==> src/rtl/mmio_responder.sv <==
// IO-side register block for the single-cycle core: LEDs, seven-segment value,
// debounced switches/button with press latch, and a free-running cycle counter.
module mmio_responder #(
  parameter int unsigned LED_W           = 16,
  parameter int unsigned SW_W            = 16,
  parameter int unsigned DEBOUNCE_CYCLES = 1000000,
  parameter int unsigned CNT_W           = 20
) (
  input  logic              clk,
  input  logic              rst_n,
  input  logic              io_read,
  input  logic              io_write,
  input  logic [31:0]       addr,
  input  logic [31:0]       wdata,
  output logic [31:0]       rdata,
  input  logic [SW_W-1:0]   sw_in,
  input  logic              btn_in,
  output logic [LED_W-1:0]  led_out,
  output logic [31:0]       seg_value
);

  localparam logic [5:0] OFF_LED = 6'h00;
  localparam logic [5:0] OFF_SW  = 6'h01;
  localparam logic [5:0] OFF_BTN = 6'h02;
  localparam logic [5:0] OFF_SEG = 6'h03;
  localparam logic [5:0] OFF_CYC = 6'h04;

  localparam logic [CNT_W-1:0] DB_LAST = CNT_W'(DEBOUNCE_CYCLES - 1);

  logic [5:0]       off;
  logic             unused_addr;
  logic [SW_W-1:0]  sw_s1, sw_s2, sw_stable;
  logic [CNT_W-1:0] sw_cnt;
  logic             btn_s1, btn_s2, btn_stable;
  logic [CNT_W-1:0] btn_cnt;
  logic             btn_rise;
  logic             press;
  logic [31:0]      cyc_cnt;

  // Only word offsets inside the 256-byte window matter; the CPU did the range decode.
  assign off         = addr[7:2];
  assign unused_addr = ^{addr[31:8], addr[1:0]};

  // Same-cycle read mux so lw completes without a stall.
  always_comb begin
    rdata = '0;
    if (io_read) begin
      case (off)
        OFF_LED: rdata = 32'(led_out);
        OFF_SW:  rdata = 32'(sw_stable);
        OFF_BTN: rdata = {30'b0, btn_stable, press};
        OFF_SEG: rdata = seg_value;
        OFF_CYC: rdata = cyc_cnt;
        default: rdata = '0;
      endcase
    end
  end

  // Output registers.
  always_ff @(posedge clk or negedge rst_n) begin
    if (!rst_n) begin
      led_out   <= '0;
      seg_value <= '0;
    end else if (io_write) begin
      if (off == OFF_LED) led_out   <= wdata[LED_W-1:0];
      if (off == OFF_SEG) seg_value <= wdata;
    end
  end

  // Switch vector: 2-FF synchronizer then whole-vector debounce.
  always_ff @(posedge clk or negedge rst_n) begin
    if (!rst_n) begin
      sw_s1     <= '0;
      sw_s2     <= '0;
      sw_stable <= '0;
      sw_cnt    <= '0;
    end else begin
      sw_s1 <= sw_in;
      sw_s2 <= sw_s1;
      if (sw_s2 == sw_stable) begin
        sw_cnt <= '0;
      end else if (sw_cnt == DB_LAST) begin
        sw_stable <= sw_s2;
        sw_cnt    <= '0;
      end else begin
        sw_cnt <= sw_cnt + CNT_W'(1);
      end
    end
  end

  // Button: same scheme as the switches, kept separate so each has its own timer.
  always_ff @(posedge clk or negedge rst_n) begin
    if (!rst_n) begin
      btn_s1     <= 1'b0;
      btn_s2     <= 1'b0;
      btn_stable <= 1'b0;
      btn_cnt    <= '0;
    end else begin
      btn_s1 <= btn_in;
      btn_s2 <= btn_s1;
      if (btn_s2 == btn_stable) begin
        btn_cnt <= '0;
      end else if (btn_cnt == DB_LAST) begin
        btn_stable <= btn_s2;
        btn_cnt    <= '0;
      end else begin
        btn_cnt <= btn_cnt + CNT_W'(1);
      end
    end
  end

  assign btn_rise = btn_s2 && !btn_stable && (btn_cnt == DB_LAST);

  // Press latch: a new press beats a simultaneous clearing read so no press is lost.
  always_ff @(posedge clk or negedge rst_n) begin
    if (!rst_n) begin
      press <= 1'b0;
    end else if (btn_rise) begin
      press <= 1'b1;
    end else if (io_read && (off == OFF_BTN)) begin
      press <= 1'b0;
    end
  end

  always_ff @(posedge clk or negedge rst_n) begin
    if (!rst_n) begin
      cyc_cnt <= '0;
    end else if (io_write && (off == OFF_CYC)) begin
      cyc_cnt <= '0;
    end else begin
      cyc_cnt <= cyc_cnt + 32'd1;
    end
  end

endmodule

==> config.mk <==
export PLATFORM = sky130hd
export DESIGN_NAME = mmio_responder
export DESIGN_NICKNAME = d
export VERILOG_FILES = /design/src/rtl/mmio_responder.sv
export SDC_FILE = /design/constraint.sdc
export NUM_CORES = 1
export LEC_CHECK = 0
export CAP_MARGIN = 20
export CORE_MARGIN = 2
export CORE_UTILIZATION = 51
export CTS_CLUSTER_DIAMETER = 30
export DETAILED_ROUTE_END_ITERATION = 16
export PLACE_DENSITY = 0.91
export SETUP_SLACK_MARGIN = 0.4
export SYNTH_ARGS = -nofsm -noshare
export SYNTH_HDL_FRONTEND = slang
export SYNTH_SLANG_ARGS = --single-unit
==> constraint.sdc <==
create_clock -name clk -period 2.43 [get_ports clk]
set_input_delay 0.3645 -clock clk [delete_from_list [all_inputs] [get_ports clk]]
set_output_delay 0.3645 -clock clk [all_outputs]
set_load 0.01 [all_outputs]
Yosys cells after proc, flatten, opt, wreduce, memory -nomap -nowiden
Index checks and enable logic that the tools add are counted.
{"block": "totals", "regBits": 172, "inputBits": 85, "out_inout_bits": 80, "wordCells": 45}
{"block": "op_classes", "add_sub_neg": 3, "n_eq_ne": 8, "muxes": 9, "bitwise_logic": 2, "n_reduce_logical": 11}
{"cell": "32-bit one-hot mux with 5 select lines", "count": 1}
{"cell": "20-bit two-way mux", "count": 4}
{"cell": "32-bit two-way mux", "count": 2}
{"cell": "20-bit by 1-bit adder with 20-bit output (second input constant)", "count": 2}
{"cell": "20-bit equality test (second input constant)", "count": 2}
{"cell": "32-bit by 1-bit adder with 32-bit output (second input constant)", "count": 1}
{"cell": "16-bit equality test", "count": 1}
{"cell": "6-bit by 2-bit equality test with 1-bit output (second input constant)", "count": 2}
{"cell": "2-bit AND reduction", "count": 4}
{"cell": "6-bit by 1-bit equality test with 1-bit output (second input constant)", "count": 1}
{"cell": "6-bit by 3-bit equality test with 1-bit output (second input constant)", "count": 1}
{"cell": "6-bit logical NOT", "count": 1}
{"cell": "1-bit logical AND", "count": 4}
{"cell": "1-bit two-way mux", "count": 2}
{"cell": "1-bit inverter", "count": 2}
{"cell": "2-bit nonzero test", "count": 1}
{"cell": "1-bit equality test", "count": 1}
{"cell": "1-bit logical NOT", "count": 1}

Depth between registers and ports, before layout
Gate-level depths: netlist of run 1.
{"block": "logic_depth", "word_depth": 4, "ltp_mapped": 7, "ltp_nobuf": 6}

Least setup slack after synthesis of run 1
No wires, ideal clock.
{"block": "synth_path", "path_kind": "input port to output port", "from": "input addr[5]", "to": "output rdata[0]", "arrival_time_ps": 1734, "t_required_ps": 2066, "setup_slack_ps": 331, "stages": 6, "cell_sequence": "nor4_4 -> and3b_1 -> clkbuf_1 -> clkbuf_1 -> a22oi_1 -> a21oi_1"}
{"block": "synth_between", "elab_chain_cells": 3, "word_cells_on_any_way": 7, "cone_classes": "4 x eq/ne; 2 x mux; 1 x reduce/logical"}
{"item": "start, declared", "line_no": "13", "rtl": "input logic [31:0] addr,"}
{"item": "6-bit by 3-bit equality test with 1-bit output (tied with other cells)", "line_no": "48", "rtl": "case (off)"}
{"item": "32-bit one-hot mux with 5 select lines (*)", "line_no": "48"}
{"item": "32-bit two-way mux (*)", "line_no": "47", "rtl": "if (io_read) begin"}
{"item": "end, declared", "line_no": "15", "rtl": "output logic [31:0] rdata,"}
Mark *: on every way between the ends. The rest lies on a longest branch, timed or not.

Final worst setup path of run 1
{"block": "layout_path", "from": "input addr[4]", "to": "output rdata[9]"}
Same word-level chain as after synthesis.

==> results of run 1 <==
## sequential cells by signal (all words and copies together), names as in the netlist
name / cells
sw_s1: 16
led_out: 16
seg_value: 32
btn_cnt: 20
sw_cnt: 20
btn_s2: 1
sw_s2: 16
press: 1
cyc_cnt: 32
btn_s1: 1
sw_stable: 16
btn_stable: 1
## placed cells by master, fill, tap and decap left out, drive strengths merged
master	count
clkdlybuf4s50	99
or2	2
a21oi	30
o21ai	16
nor4	8
a222oi	14
or4	1
and4	5
xnor2	31
and3b	1
nand4	20
mux2	66
xor2	37
clkinv	7
inv	15
and3	10
nand2b	2
nand3b	1
clkinvlp	2
or3	13
nand4b	3
dlygate4sd3	1
nand2	44
nor4b	2
nor2b	1
bufinv	1
buf	89
a22oi	18
clkbuf	19
nand3	31
nor2	84
ha	4
a22o	2
dfrtp	172
nor3	4
o31ai	1
and2	4
## cell families after synthesis
kind of cell / Yosys count / share of synthesized area
and+or+nand+nor: 236 / 0.157
DFF: 172 / 0.566
AOI/OAI and AO/OA: 81 / 0.0697
xor gates and xnor gates: 68 / 0.0783
muxes: 66 / 0.0977
buffers and inverters: 46 / 0.0250
adders and majority gates: 4 / 0.00658
## worst paths after layout
check	from	to	slack [ns]
setup / recovery	addr[4]	rdata[9]	0.14
hold / removal	sw_s1[14]	sw_s2[14]	0.34
setup reg to reg	cyc_cnt[14]	cyc_cnt[21]	0.29
hold reg to reg	sw_s1[14]	sw_s2[14]	0.34
max in group asynchronous	rst_n	cyc_cnt[11]	1.32
min in group asynchronous	rst_n	seg_value[18]	0.41
## final cells by class
type                            count  area share
Clock inverter                     15      0.0134
Inverter                           10     0.00357
Clock buffer                       17      0.0404
Timing Repair Buffer              191       0.177
Multi-Input combinational cell    455       0.334
Sequential cell                   172       0.410
Tap cell                          184      0.0219
## power by group
part           switching, mW  leakage [nW]  internal [mW]
Clock                   1.25         0.276           1.43
Combinational          0.495          2.21          0.577
Sequential             0.488          2.21           3.20
## what timing repair did
| item | CTS | global route |
|---|---|---|
| hold buffers | 1 | 0 |
| buffers inserted | 9 | 10 |
| cloned | 3 | 1 |
| endpoints found under the hold margin | 38 | 0 |
| pin swaps | 28 | 41 |
| setup endpoints to repair | 64 | 66 |
| gates resized for setup | 194 | 74 |
## through the flow
stage               instance area (um^2)  power (mW)  std cells
floorplan                           7610        3.94        673
global route                       10500        7.66       1044
finish                             10500        7.44       1044
detailed placement                  9410        4.53        988
global placement                    9410        4.46        988
CTS                                10200        7.18       1033
## metal layers
layer | wire length [um] | up-vias | track usage
met4 | 1430 | 0 | 0.131
li1 | - | 2723 | -
met5 | 0 | - | 0
met2 | 12300 | 512 | 0.465
met3 | 2440 | 152 | 0.0646
met1 | 8940 | 3273 | 0.345
==> reports/qor.csv, run 1 <==
metric;value;unit
outcome;complete, no violations;
drt_iter0_markers;1106;
htree_levels;4;
max_freq;0.436;GHz
routedWlPerCell;24.1;um
nNetsFinal;936;
required;2.07;ns
setup.worst_path.class;in2out;
grt_pass1_vias;6454;
arrival;1.93;ns
fin_util;0.724;
drtAntennaViolNets;0;
num_io_pins;165;
detail_route.vias_per_cell;6.38;
placementRows;44;
initial_core_util;0.524;
cpPeakStageDelay;0.40;ns
dp_hpwl;13.0;mm
post-synth-top-area-cell;dfrtp_1;
setup_violations;0;
firstDrtPassIters;10;
layout_setup_ws;0.139;ns
multi_input_area;3510;um^2
hp-class;reg2reg;
grtUsageTotal;0.279;
end_kind;primary output;
design.die.area;15900;um^2
drc;0;
port_buffers;138;
vias;6660;
synth_edf_count;0;
synthCells;673;
die_x;126;um
place_ws;-0.470;ns
path_clk_slew;0.07;ns
ff_latch_area;4320;um^2
antenna_found_initial;0;
worstMarginPinSlew;0.507;ns
p_leak;4.69;nW
cp_max_fo;8;
yosys_warnings;0;
path_cells;buf_8 > nor4_4 > and3_4 > buf_6 > buf_12 > buf_16 > nand2_1 > a21oi_2 > buf_2;
holdPathStages;0;
cts_sinks;172;
area_delta_synth_final;38.3;%
cts-root-buf;clkbuf_16;
grt_first_pass_wirelength;34.9;mm
cts_buffers;17;
report.final.slew_viol_count;0;
synthesis.nets;762;
maxCapViolCount;0;
critPathTopFamily;simple AND/OR/NAND/NOR gates;
layout-drive-gt1-share;0.308;
fin_hold_ws;0.340;ns
finalHoldViolCount;0;
yosys.cell_types.count;39;
synth_area_leaders;dfrtp_1 57%, mux2_2 9.8%, xor2_1 4.3%;
antenna_cells;0;
synth.avg_cell_area;11.3;um^2
slew_headroom;0.660;
core_area;14500;um^2
clockBufferDepth;2;
finClkSkew;0.0117;ns
wl;25.1;mm
synth.most_common_cell;dfrtp_1;
synth-main-ff-cell;dfrtp_1;
ir_drop;0.518;mV
critPathLaunchType;input port;
p_per_area;707;nW/um^2
clk-insertion-delay-late;0.45;ns
synth-async-reset-ratio;1.00;
synth_top_area_frac;0.566;
grt_start_max_net_pins;56;
ys_seq_area_frac;0.566;
overflow;0;
cts_tree;done;
setup_tns;0;ns
rsz0062_at_grt;yes;
period_needed;2.29;ns
fillCellCount;833;
r2r_cells;7;
path_depth;9;
die_y;126;um
crit_buf_inv;5;
ys_top_cells_by_count;172 x dfrtp_1, 84 x nor2_1, 66 x mux2_2, 44 x nand2_1, 37 x xor2_1;
critical-path-slowest-cell;nor4_4;
netlist_area;7610;um^2
place_congestion;0.866;
ys_ff_latch;172;
finalCritPeriodShare;0.943;
No activity file was read; power rests on OpenSTA's default activity.
==> run 2, diff against run 1 <==
--- a/config.mk
+++ b/config.mk
@@ -7,10 +7,11 @@
 export LEC_CHECK = 0
 export CAP_MARGIN = 20
 export CORE_MARGIN = 2
-export CORE_UTILIZATION = 51
+export CORE_UTILIZATION = 53
+export CTS_BUF_LIST = sky130_fd_sc_hd__clkbuf_8
 export CTS_CLUSTER_DIAMETER = 30
 export DETAILED_ROUTE_END_ITERATION = 16
-export PLACE_DENSITY = 0.91
+export PLACE_DENSITY = 0.94
 export SETUP_SLACK_MARGIN = 0.4
 export SYNTH_ARGS = -nofsm -noshare
 export SYNTH_HDL_FRONTEND = slang
==> run 2 against run 1 <==
  * Sequential cell count is the same
  * First-iteration DRC count fell by 8.4%
  * Setup slack improved by 0.023 ns
  * Fmax is 1.0% higher
  * Critical endpoint is now rdata[6]
  * Largest power group unchanged
==> reports/qor.csv, run 2 (synthesis results as in run 1) <==
metric;value;unit;change
p_per_area;700;nW/um^2;-1.1%
grt_start_max_net_pins;64;;+14%
outcome;complete, no violations;;
dp_hpwl;13.1;mm;+1.4%
finalCritPeriodShare;0.933;;-0.00960
design_area;10200;um^2;-2.7%
grt_first_pass_wirelength;33.1;mm;-5.1%
drc;0;;unchanged
cpPeakStageDelay;0.32;ns;-0.08 ns
detail_route.vias_per_cell;6.22;;-2.5%
setup_violations;0;;unchanged
place_ws;-0.460;ns;+0.0107 ns
met2_usage;0.475;;+0.0104
drtAntennaViolNets;0;;unchanged
critical-path-slowest-cell;nor4_4;;
cts_tree;done;;
layout-drive-gt1-share;0.268;;-0.0406
routedWlPerCell;22.8;um;-5.2%
worstMarginPinSlew;0.601;ns;+0.0941 ns
setup.worst_path.class;in2out;;
rsz0062_at_grt;yes;;
hp-class;in2reg;;
cts_sinks;172;;unchanged
place_congestion;0.859;;-0.81%
grt_pass1_vias;6329;;-1.9%
core_area;13900;um^2;-4.1%
placementRows;43;;-2.3%
top_regs;cyc_cnt x32, seg_value x32;;
max_freq;0.441;GHz;+1.0%
placed_area;9370;um^2;-0.45%
htree_levels;4;;unchanged
clockBufferDepth;2;;unchanged
cts-root-buf;clkbuf_8;;
antenna_found_initial;0;;unchanged
period_needed;2.27;ns;-0.0233 ns
fin_hold_ws;0.319;ns;-0.0211 ns
num_io_pins;165;;unchanged
end_kind;primary output;;
ir_drop;0.402;mV;-22%
path_clk_slew;0.11;ns;+0.04 ns
drt_iter0_markers;1013;;-8.4%
critPathLaunchType;input port;;
final_cell_mix;160 x dfrtp_1, 99 x clkdlybuf4s50_1, 83 x nor2_1;;
nNetsFinal;933;;-0.32%
finClkSkew;0.0188;ns;+0.00712 ns
die_x;124;um;-1.8%
vias;6446;;-3.2%
maxCapViolCount;0;;unchanged
fin_util;0.735;;+0.0109
slew_headroom;0.600;;-0.0601
clk-insertion-delay-late;0.49;ns;+0.04 ns
design.die.area;15300;um^2;-3.7%
overflow;0;;unchanged
antenna_cells;0;;unchanged
port_buffers;138;;unchanged
initial_core_util;0.546;;+0.0225
grtUsageTotal;0.288;;+0.00982
met1_usage;0.353;;+0.00741
gr-usage-met3;0.0742;;+0.00960
report.final.slew_viol_count;0;;unchanged
cts_buffers;17;;unchanged
arrival;1.90;ns;-0.03 ns
layout_setup_ws;0.162;ns;+0.0233 ns
path_cells;buf_8 > nor4_4 > buf_4 > and3_4 > buf_16 > nand2_1 > a21oi_1 > buf_2;;
area_delta_synth_final;34.6;%;
layout_commonest_cell;dfrtp_1;;
required;2.07;ns;about the same
cp_max_fo;8;;unchanged
die_y;124;um;-1.8%
p_leak;4.50;nW;-4.1%
finalHoldViolCount;0;;unchanged
firstDrtPassIters;10;;unchanged
gr-max-usage-layer;met2;;
wl;23.7;mm;-6.0%
[run 2: cell types whose count changed in the layout (fill, tap and decap cells not counted), sizes merged]
| cell | change |
|---|---|
| bufinv | +5 |
| clkbuf | +8 |
| clkinv | -5 |
| buf | -11 |
| clkdlybuf4s15 | +1 |
| inv | -2 |
[run 2: timing repair]
| action | 4_1_cts | 5_1_grt |
|---|---|---|
| setup endpoints to repair | 60 | 84 |
| hold buffers | 1 | 0 |
| pin swaps | 32 | 27 |
| resized for setup | 148 | 71 |
| buffers inserted | 11 | 9 |
| gates cloned | 3 | 2 |
| endpoints found under the hold margin | 61 | 0 |
[run 2: worst max-delay path: cells and delay by family]
family	cells	cell delay, ns
AO/OA/AOI/OAI	1	0.22
buffers and inverters	4	0.61
AND/OR/NAND/NOR	3	0.70
[run 2: cell type report]
type                       count  area [um^2]
clock buffer                  18          248
clock inverter                13          238
fill                         800         3700
inverter                      10         37.5
multi-input combinational    455         3330
sequential                   172         4320
tap                          180          225
timing repair buffer         188         1840
[run 2: final timing paths]
check	startpoint	end	slack, ns	cells past startpoint
setup / recovery	addr[4]	rdata[6]	0.16	8
hold / removal	sw_in[2]	sw_s1[2]	0.32	1
setup reg to reg	cyc_cnt[13]	cyc_cnt[27]	0.27	6
hold reg to reg	btn_s1	btn_s2	0.34	0
max in group asynchronous	rst_n	cyc_cnt[4]	1.22	3
min in group asynchronous	rst_n	sw_cnt[11]	0.44	2
[run 2: through the flow]
step	cells	power (mW)	TNS (ns)
3_5_place_dp	979	4.53	-12.90
3_3_place_gp	979	4.46	-10.98
6_report	1036	7.16	0
4_1_cts	1025	6.98	0
2_1_floorplan	673	3.94	0
5_1_grt	1036	7.39	0
[run 2: power breakdown]
group | total, mW | internal [mW] | switching (mW)
sequential | 3.65 | 3.20 | 0.450
clock | 2.46 | 1.36 | 1.10
combinational | 1.05 | 0.574 | 0.480
[run 2: layer usage]
layer	up-vias	share of wire
met1	3202	0.36
met4	0	0.054
met5	-	0
met2	411	0.50
met3	116	0.083
li1	2717	-
